<file path="src/rtl/fdiv_sqrt_sched.sv">
// ---------------------------------------------------------------------------
// fdiv_sqrt_sched
//
// Purpose:
//   Shares one iterative floating-point div/sqrt unit between two requesters.
//   One operation is in flight at a time. A round-robin arbiter picks a
//   winner, the winner's operands are captured and issued to the unit. The
//   scheduler then waits for the completion strobe that matches the
//   operation type and presents a single tagged response.
//
//   flush kills whatever is pending:
//     - before issue, the op is dropped;
//     - while the unit is busy, the op is marked killed and its completion
//       is swallowed;
//     - while a response is waiting, the response is dropped.
//
// Configuration:
//   FDS_WATCHDOG_EN - when defined, a 6-bit busy-cycle counter bounds the
//                     wait for completion. On timeout err pulses for one
//                     cycle and the op is abandoned without a response.
//                     When undefined, the counter and the err port do not
//                     exist, and BUSY waits indefinitely.
//
// Ports:
//   clock, reset_n      rising-edge clock; synchronous active-low reset
//   req_valid/ready     per-requester handshake (bit n = requester n)
//   req_sqrt            per-requester op select (1 = sqrt, 0 = div)
//   req_a/req_b         packed 33-bit recoded operands; requester n uses
//                       [33n+32:33n]. B is ignored for sqrt.
//   req_rm              packed 3-bit rounding modes
//   req_tag             packed TAG_W-bit tags
//   flush               kill any pending or in-flight op
//   du_*                issue/completion interface to the div/sqrt unit
//   rsp_*               response: source index, tag, op type, exceptions
//   err                 watchdog timeout pulse (FDS_WATCHDOG_EN only)
// ---------------------------------------------------------------------------
module fdiv_sqrt_sched #(
  parameter int TAG_W = 5
) (
  input  logic               clock,
  input  logic               reset_n,

  // requester side
  input  logic [1:0]         req_valid,
  output logic [1:0]         req_ready,
  input  logic [1:0]         req_sqrt,
  input  logic [65:0]        req_a,
  input  logic [65:0]        req_b,
  input  logic [5:0]         req_rm,
  input  logic [2*TAG_W-1:0] req_tag,
  input  logic               flush,

  // div/sqrt unit side
  input  logic               du_inReady,
  output logic               du_inValid,
  output logic               du_sqrtOp,
  output logic [32:0]        du_a,
  output logic [32:0]        du_b,
  output logic [2:0]         du_rm,
  input  logic               du_outValid_div,
  input  logic               du_outValid_sqrt,
  input  logic [1:0]         du_exc,

  // response side
  output logic               rsp_valid,
  input  logic               rsp_ready,
  output logic               rsp_src,
  output logic [TAG_W-1:0]   rsp_tag,
  output logic               rsp_sqrt,
  output logic [1:0]         rsp_exc
`ifdef FDS_WATCHDOG_EN
  ,
  output logic               err
`endif
);

  typedef enum logic [1:0] {
    ST_IDLE  = 2'd0,
    ST_ISSUE = 2'd1,
    ST_BUSY  = 2'd2,
    ST_RESP  = 2'd3
  } state_t;

  state_t             r_state;
  state_t             w_state_nxt;

  // Round-robin pointer: the requester that wins when both are valid.
  logic               r_rr;
  // Set by a flush while the unit is busy; the completion is then swallowed.
  logic               r_kill;

  // Captured operation.
  logic               r_src;
  logic               r_sqrt;
  logic [32:0]        r_a;
  logic [32:0]        r_b;
  logic [2:0]         r_rm;
  logic [TAG_W-1:0]   r_tag;
  logic [1:0]         r_exc;

  logic               w_winner;
  logic               w_grant;
  logic               w_done;
  logic               w_wd_expire;

  logic               w_sel_sqrt;
  logic [32:0]        w_sel_a;
  logic [32:0]        w_sel_b;
  logic [2:0]         w_sel_rm;
  logic [TAG_W-1:0]   w_sel_tag;

  // -------------------------------------------------------------------------
  // Arbitration
  // -------------------------------------------------------------------------
  // NOTE: every signal written in an always_comb gets a default first, so no
  // path through the block can leave it unassigned and infer a latch.
  always_comb begin
    w_winner = 1'b0;
    case (req_valid)
      2'b01:   w_winner = 1'b0;
      2'b10:   w_winner = 1'b1;
      2'b11:   w_winner = r_rr;
      default: w_winner = 1'b0;
    endcase
  end

  // A grant is offered only in IDLE and never while flush is asserted.
  assign w_grant   = (r_state == ST_IDLE) && !flush && (req_valid != 2'b00);
  assign req_ready = w_grant ? (2'b01 << w_winner) : 2'b00;

  // Winner's slice of the packed request buses.
  assign w_sel_sqrt = w_winner ? req_sqrt[1]         : req_sqrt[0];
  assign w_sel_a    = w_winner ? req_a[65:33]        : req_a[32:0];
  assign w_sel_b    = w_winner ? req_b[65:33]        : req_b[32:0];
  assign w_sel_rm   = w_winner ? req_rm[5:3]         : req_rm[2:0];
  assign w_sel_tag  = w_winner ? req_tag[2*TAG_W-1:TAG_W]
                               : req_tag[TAG_W-1:0];

  // Only the strobe matching the issued op type counts as completion; the
  // unit may pulse the other one for its own reasons.
  assign w_done = r_sqrt ? du_outValid_sqrt : du_outValid_div;

  // -------------------------------------------------------------------------
  // Watchdog
  // -------------------------------------------------------------------------
`ifdef FDS_WATCHDOG_EN
  logic [5:0] r_wd_cnt;
  logic       r_err;

  // The counter holds k in the k-th BUSY cycle (first BUSY cycle is 0). The
  // timeout fires on the edge that takes it to 63, so err is high in the
  // 63rd cycle after entering BUSY, by which point the FSM is back in IDLE.
  assign w_wd_expire = (r_state == ST_BUSY) && (r_wd_cnt == 6'd62) && !w_done;

  always_ff @(posedge clock) begin
    if (!reset_n) begin
      r_wd_cnt <= 6'd0;
      r_err    <= 1'b0;
    end else begin
      r_err <= w_wd_expire;
      // Held at zero outside BUSY, so it starts from zero on every entry.
      if (r_state != ST_BUSY) begin
        r_wd_cnt <= 6'd0;
      end else if (r_wd_cnt != 6'd63) begin
        r_wd_cnt <= r_wd_cnt + 6'd1;
      end
    end
  end

  assign err = r_err;
`else
  assign w_wd_expire = 1'b0;
`endif

  // -------------------------------------------------------------------------
  // FSM: next state and control outputs
  // -------------------------------------------------------------------------
  always_comb begin
    w_state_nxt = r_state;
    du_inValid  = 1'b0;
    rsp_valid   = 1'b0;

    case (r_state)
      ST_IDLE: begin
        if (w_grant) begin
          w_state_nxt = ST_ISSUE;
        end
      end

      ST_ISSUE: begin
        // Withdraw the request during a flush so the unit never accepts an
        // op that is being dropped.
        du_inValid = !flush;
        if (flush) begin
          w_state_nxt = ST_IDLE;
        end else if (du_inReady) begin
          w_state_nxt = ST_BUSY;
        end
      end

      ST_BUSY: begin
        // A flush coinciding with completion kills the op like an earlier one.
        if (w_done) begin
          w_state_nxt = (r_kill || flush) ? ST_IDLE : ST_RESP;
        end else if (w_wd_expire) begin
          w_state_nxt = ST_IDLE;
        end
      end

      ST_RESP: begin
        rsp_valid = 1'b1;
        // flush and rsp_ready both lead to IDLE; with flush the response is
        // simply dropped rather than handed over.
        if (flush || rsp_ready) begin
          w_state_nxt = ST_IDLE;
        end
      end

      default: w_state_nxt = ST_IDLE;
    endcase
  end

  // -------------------------------------------------------------------------
  // State and datapath registers
  // -------------------------------------------------------------------------
  // NOTE: sequential state uses non-blocking assignments so every register
  // samples pre-edge values and the order of statements does not matter.
  always_ff @(posedge clock) begin
    if (!reset_n) begin
      r_state <= ST_IDLE;
      r_rr    <= 1'b0;
      r_kill  <= 1'b0;
      // NOTE: the captured operation is reset too, because it drives the
      // du_* and rsp_* data outputs directly and those read as zero after
      // reset.
      r_src   <= 1'b0;
      r_sqrt  <= 1'b0;
      r_a     <= '0;
      r_b     <= '0;
      r_rm    <= '0;
      r_tag   <= '0;
      r_exc   <= '0;
    end else begin
      r_state <= w_state_nxt;

      if (w_grant) begin
        r_rr   <= ~w_winner;
        r_src  <= w_winner;
        r_sqrt <= w_sel_sqrt;
        r_a    <= w_sel_a;
        r_b    <= w_sel_b;
        r_rm   <= w_sel_rm;
        r_tag  <= w_sel_tag;
      end

      // Kill lives only for the duration of one BUSY stay.
      if (r_state == ST_BUSY) begin
        if (w_state_nxt != ST_BUSY) begin
          r_kill <= 1'b0;
        end else if (flush) begin
          r_kill <= 1'b1;
        end
      end else begin
        r_kill <= 1'b0;
      end

      if ((r_state == ST_BUSY) && (w_state_nxt == ST_RESP)) begin
        r_exc <= du_exc;
      end
    end
  end

  // -------------------------------------------------------------------------
  // Data outputs straight from the captured operation
  // -------------------------------------------------------------------------
  assign du_sqrtOp = r_sqrt;
  assign du_a      = r_a;
  assign du_b      = r_b;
  assign du_rm     = r_rm;

  assign rsp_src   = r_src;
  assign rsp_tag   = r_tag;
  assign rsp_sqrt  = r_sqrt;
  assign rsp_exc   = r_exc;

endmodule

</file>
<file path="config.mk">
export PLATFORM = sky130hd
export DESIGN_NAME = fdiv_sqrt_sched
export DESIGN_NICKNAME = d
export VERILOG_FILES = /design/src/rtl/fdiv_sqrt_sched.sv
export SDC_FILE = /design/constraint.sdc
export NUM_CORES = 1
export LEC_CHECK = 0
export BUFFER_PORTS_ARGS = -buffer_cell sky130_fd_sc_hd__buf_2
export CAP_MARGIN = 25
export CELL_PAD_IN_SITES_DETAIL_PLACEMENT = 1
export CELL_PAD_IN_SITES_GLOBAL_PLACEMENT = 1
export CORE_MARGIN = 2
export CORE_UTILIZATION = 31
export CTS_CLUSTER_DIAMETER = 150
export DETAILED_ROUTE_END_ITERATION = 8
export GPL_TIMING_DRIVEN = 1
export PLACE_DENSITY_LB_ADDON = 0.15
export SYNTH_ARGS = -nofsm -noshare
export SYNTH_HDL_FRONTEND = slang
export SYNTH_SLANG_ARGS = --single-unit
</file>
<file path="constraint.sdc">
create_clock -name clock -period 2.1 [get_ports clock]
set_input_delay 0.42 -clock clock [delete_from_list [all_inputs] [get_ports clock]]
set_output_delay 0.42 -clock clock [all_outputs]
set_load 0.005 [all_outputs]
</file>
==> impl_results.md <==
* Worst-path fanout max at 38
* Initial antenna violation count at 0
* CP Class: reg -> out
* R2R Setup Slk at 0.42 ns
* HPWL Detailed at 9360 um
* Row count at 40
* Cell variety after synth at 30
* Die height at 114 um
* Slowest CP cell: dfxtp_1
* Grt total ovfl at 0
* Die width at 114 um
* Global-route wire length before repair at 20100 um
* Setup Skew at 0.00521 ns
* Max incr delay on CP at 0.55 ns
* Mapped cell area at 0.00373 sq mm
* CTS Buf Count at 9
* R2R depth at 3
* Pre-CTS setup slack at -0.144 ns
* # setup viols final at 0
* Slew Limit Headroom at 38.2%
* Root Buffer: clkbuf_16
* R2R Path End: du_sqrtOp
* Setup WS post-layout at 0.191 ns
* Synthesized area per cell at 11.7 sq um
* Crit path launch: r_rr
* DR WL/cell at 19.0 um
* Sw frac at 25.9%
* CP Launch Type: flop
* 1st-pass router iterations at 4
* Async set-reset flop share out of synthesis at 0%
* Fin. Hold Viols at 0
* #FFs+latches synth at 82
* Core Footprint at 0.0119 sq mm
* Number of global-route vias before repair at 3876
* Critical Path End: req_ready[1]
* WP buf/inv at 2
* Clock sink total at 82
* Clock latency on the worst-skew pair at 0.33 ns
* Predominant post-synthesis flop cell: dfxtp_1
* H-tree depth at 3
* Int Pwr at 3.26 mW
* NetSw at 1.14 mW
* # diodes at 0
* Hold Path Class: in -> reg
* Hold buffers post-CTS at 0
* Part of the power in registers at 40.8%
* Final Max Tran Viols at 0
* Register area share after synthesis at 44.0%
* Reg-to-reg critical path startpoint: r_rr
* Footprint of the multi-input gates at 0.00185 sq mm
* Gate power share at 21.8%
* Residual DRC at 0
* Boundary Pins at 244
* Gr usage total at 19.4%
* Reg area at 0.00164 sq mm
* Share of post-route cells with drive strength above 1 at 65.0%
* Post-route ant nets at 0
* Initial DRC Count at 180
* Post-Route WL at 13200 um
* Tcrit/Tclk final at 90.9%
* CTS tree: done
* Post-synth EDFFs at 0
* DR vias/cell at 5.58
* GPL Wtd Cong at 0.710
* Full die area at 0.0129 sq mm
* Starting Density at 31.5%
* RSZ-0062 raised after global routing: no
* Leak at 2.47 nW
* Synth Instances at 320
* Worst Max-Slew Pin Slew at 0.923 ns
* Cell family with most CP delay: flip-flops
* Status: complete, no violations
* Yosys Warn Count at 0
* Area growth, synth to finish at 44.2%
* Fin Hold WS at 0.347 ns
* Pwr dens at 817 mW/mm^2
* Worst path required time at 1.68 ns
* Largest net degree at the start of global routing at 43
* Clock Pin Slew Worst Setup and Hold Paths at 0.06 ns
* Vias at 3862
* Crit path cell chain: nor2b_4 -> buf_12 -> nor3_2 -> buf_2
* Final min period at 1.91 ns
* Max rail drop VDD at 0.337 mV
* Longest Clk Path Bufs at 2
* Clock network power share at 37.4%
* Net Count, Synth at 481
* Highest clock rate at 524 MHz
* # fillers at 1366
* Critical Path AT at 1.49 ns
* Final net count at 701
* Crit end category: primary output
* Crit path depth at 4
* Design Power at 4.40 mW
* Port-buffer cells at 243
* Max-Cap Viols at 0
[layout make-up]
type	instances	area share, %
multi-input combinational	185	34.4
sequential	82	30.5
timing repair buffer	259	25.7
clock buffer	11	4.32
tap	147	3.42
clock inverter	5	1.46
inverter	3	0.209
[cell families (layout without fill, tap and decap cells)]
family / count (synthesis) / in the layout / synth area share [%]
muxes: 3 / 3 / 0.804
and+or+nand+nor: 21 / 23 / 3.38
buffers and inverters: 55 / 278 / 7.27
DFF: 82 / 82 / 44.0
AOI/OAI and AO/OA: 159 / 159 / 44.6
[power groups by stage]
stage	Sequential, mW	Clock (mW)	Combinational, mW
2_1_floorplan	1.83	0	0.512
3_3_place_gp	1.82	0	0.941
3_5_place_dp	1.83	0	0.953
4_1_cts	1.80	1.69	0.965
5_1_grt	1.81	1.76	1.04
6_report	1.80	1.65	0.959
[layer usage]
layer | GRT usage (%) | routed length (um)
met3 | 4.94 | 935
met2 | 34.0 | 6420
met5 | 0 | 0
met4 | 5.45 | 207
met1 | 23.6 | 5600
[Yosys cell counts (all sizes together) (2+ instances only)]
cell,number,share of area [%]
a21oi,2,0.27
buf,18,3.6
nand2,4,0.40
clkbuf,34,3.4
o221a,75,23
o32a,75,20
nor2,6,0.80
nor3,2,0.40
dfxtp,82,44
mux2i,3,0.80
inv,3,0.30
nor2b,3,0.50
[what timing repair did]
| action | CTS | global route |
|---|---|---|
| cloned | 2 | 0 |
| buffers inserted | 0 | 2 |
| setup endpoints to repair | 1 | 1 |
| pin swaps | 0 | 0 |
| resized for setup | 0 | 1 |
[cell usage in the layout (no fill, tap or decap), types with 2 or more instances in the layout]
cell	Yosys	routed
o221a_2	72	72
dfxtp_1	82	82
nor2b_2	0	2
nand2_1	4	4
inv_1	3	2
o32a_1	75	75
clkbuf_1	34	2
buf_2	10	243
o221a_1	3	3
nor2_1	5	5
nor2b_1	3	2
a21oi_1	2	2
bufinv_16	0	2
clkbuf_16	0	9
clkinv_2	0	2
mux2i_1	3	3
buf_4	2	12
buf_12	0	4
[worst min path at each step]
stage,startpoint,end,slack (ns),cells past startpoint
2_1_floorplan,rsp_exc[0],rsp_exc[0],0.45,2
4_1_cts,flush,r_state[1],0.34,2
3_3_place_gp,rsp_exc[1],rsp_exc[1],0.44,2
3_5_place_dp,rsp_exc[0],rsp_exc[0],0.46,2
5_1_grt,flush,r_state[1],0.35,2
6_report,flush,r_state[1],0.35,2
[state kept, by name, summed over array words and instances (netlist names)]
signal	flops
rsp_tag	5
r_state	2
r_kill	1
du_b	33
du_a	33
rsp_exc	2
r_rr	1
du_rm	3
du_sqrtOp	1
rsp_src	1
[stage by stage]
stage               setup TNS, ns  instance area (sq um)  cells  utilization [%]
CTS                             0                   5370    690             45.2
global placement          -0.0717                   5040    672             42.5
global route                    0                   5390    692             45.4
detailed placement         -0.144                   5040    672             42.5
finish                          0                   5390    692             45.4
floorplan                       0                   3730    320                -
Power figures use the tool's default switching activity.
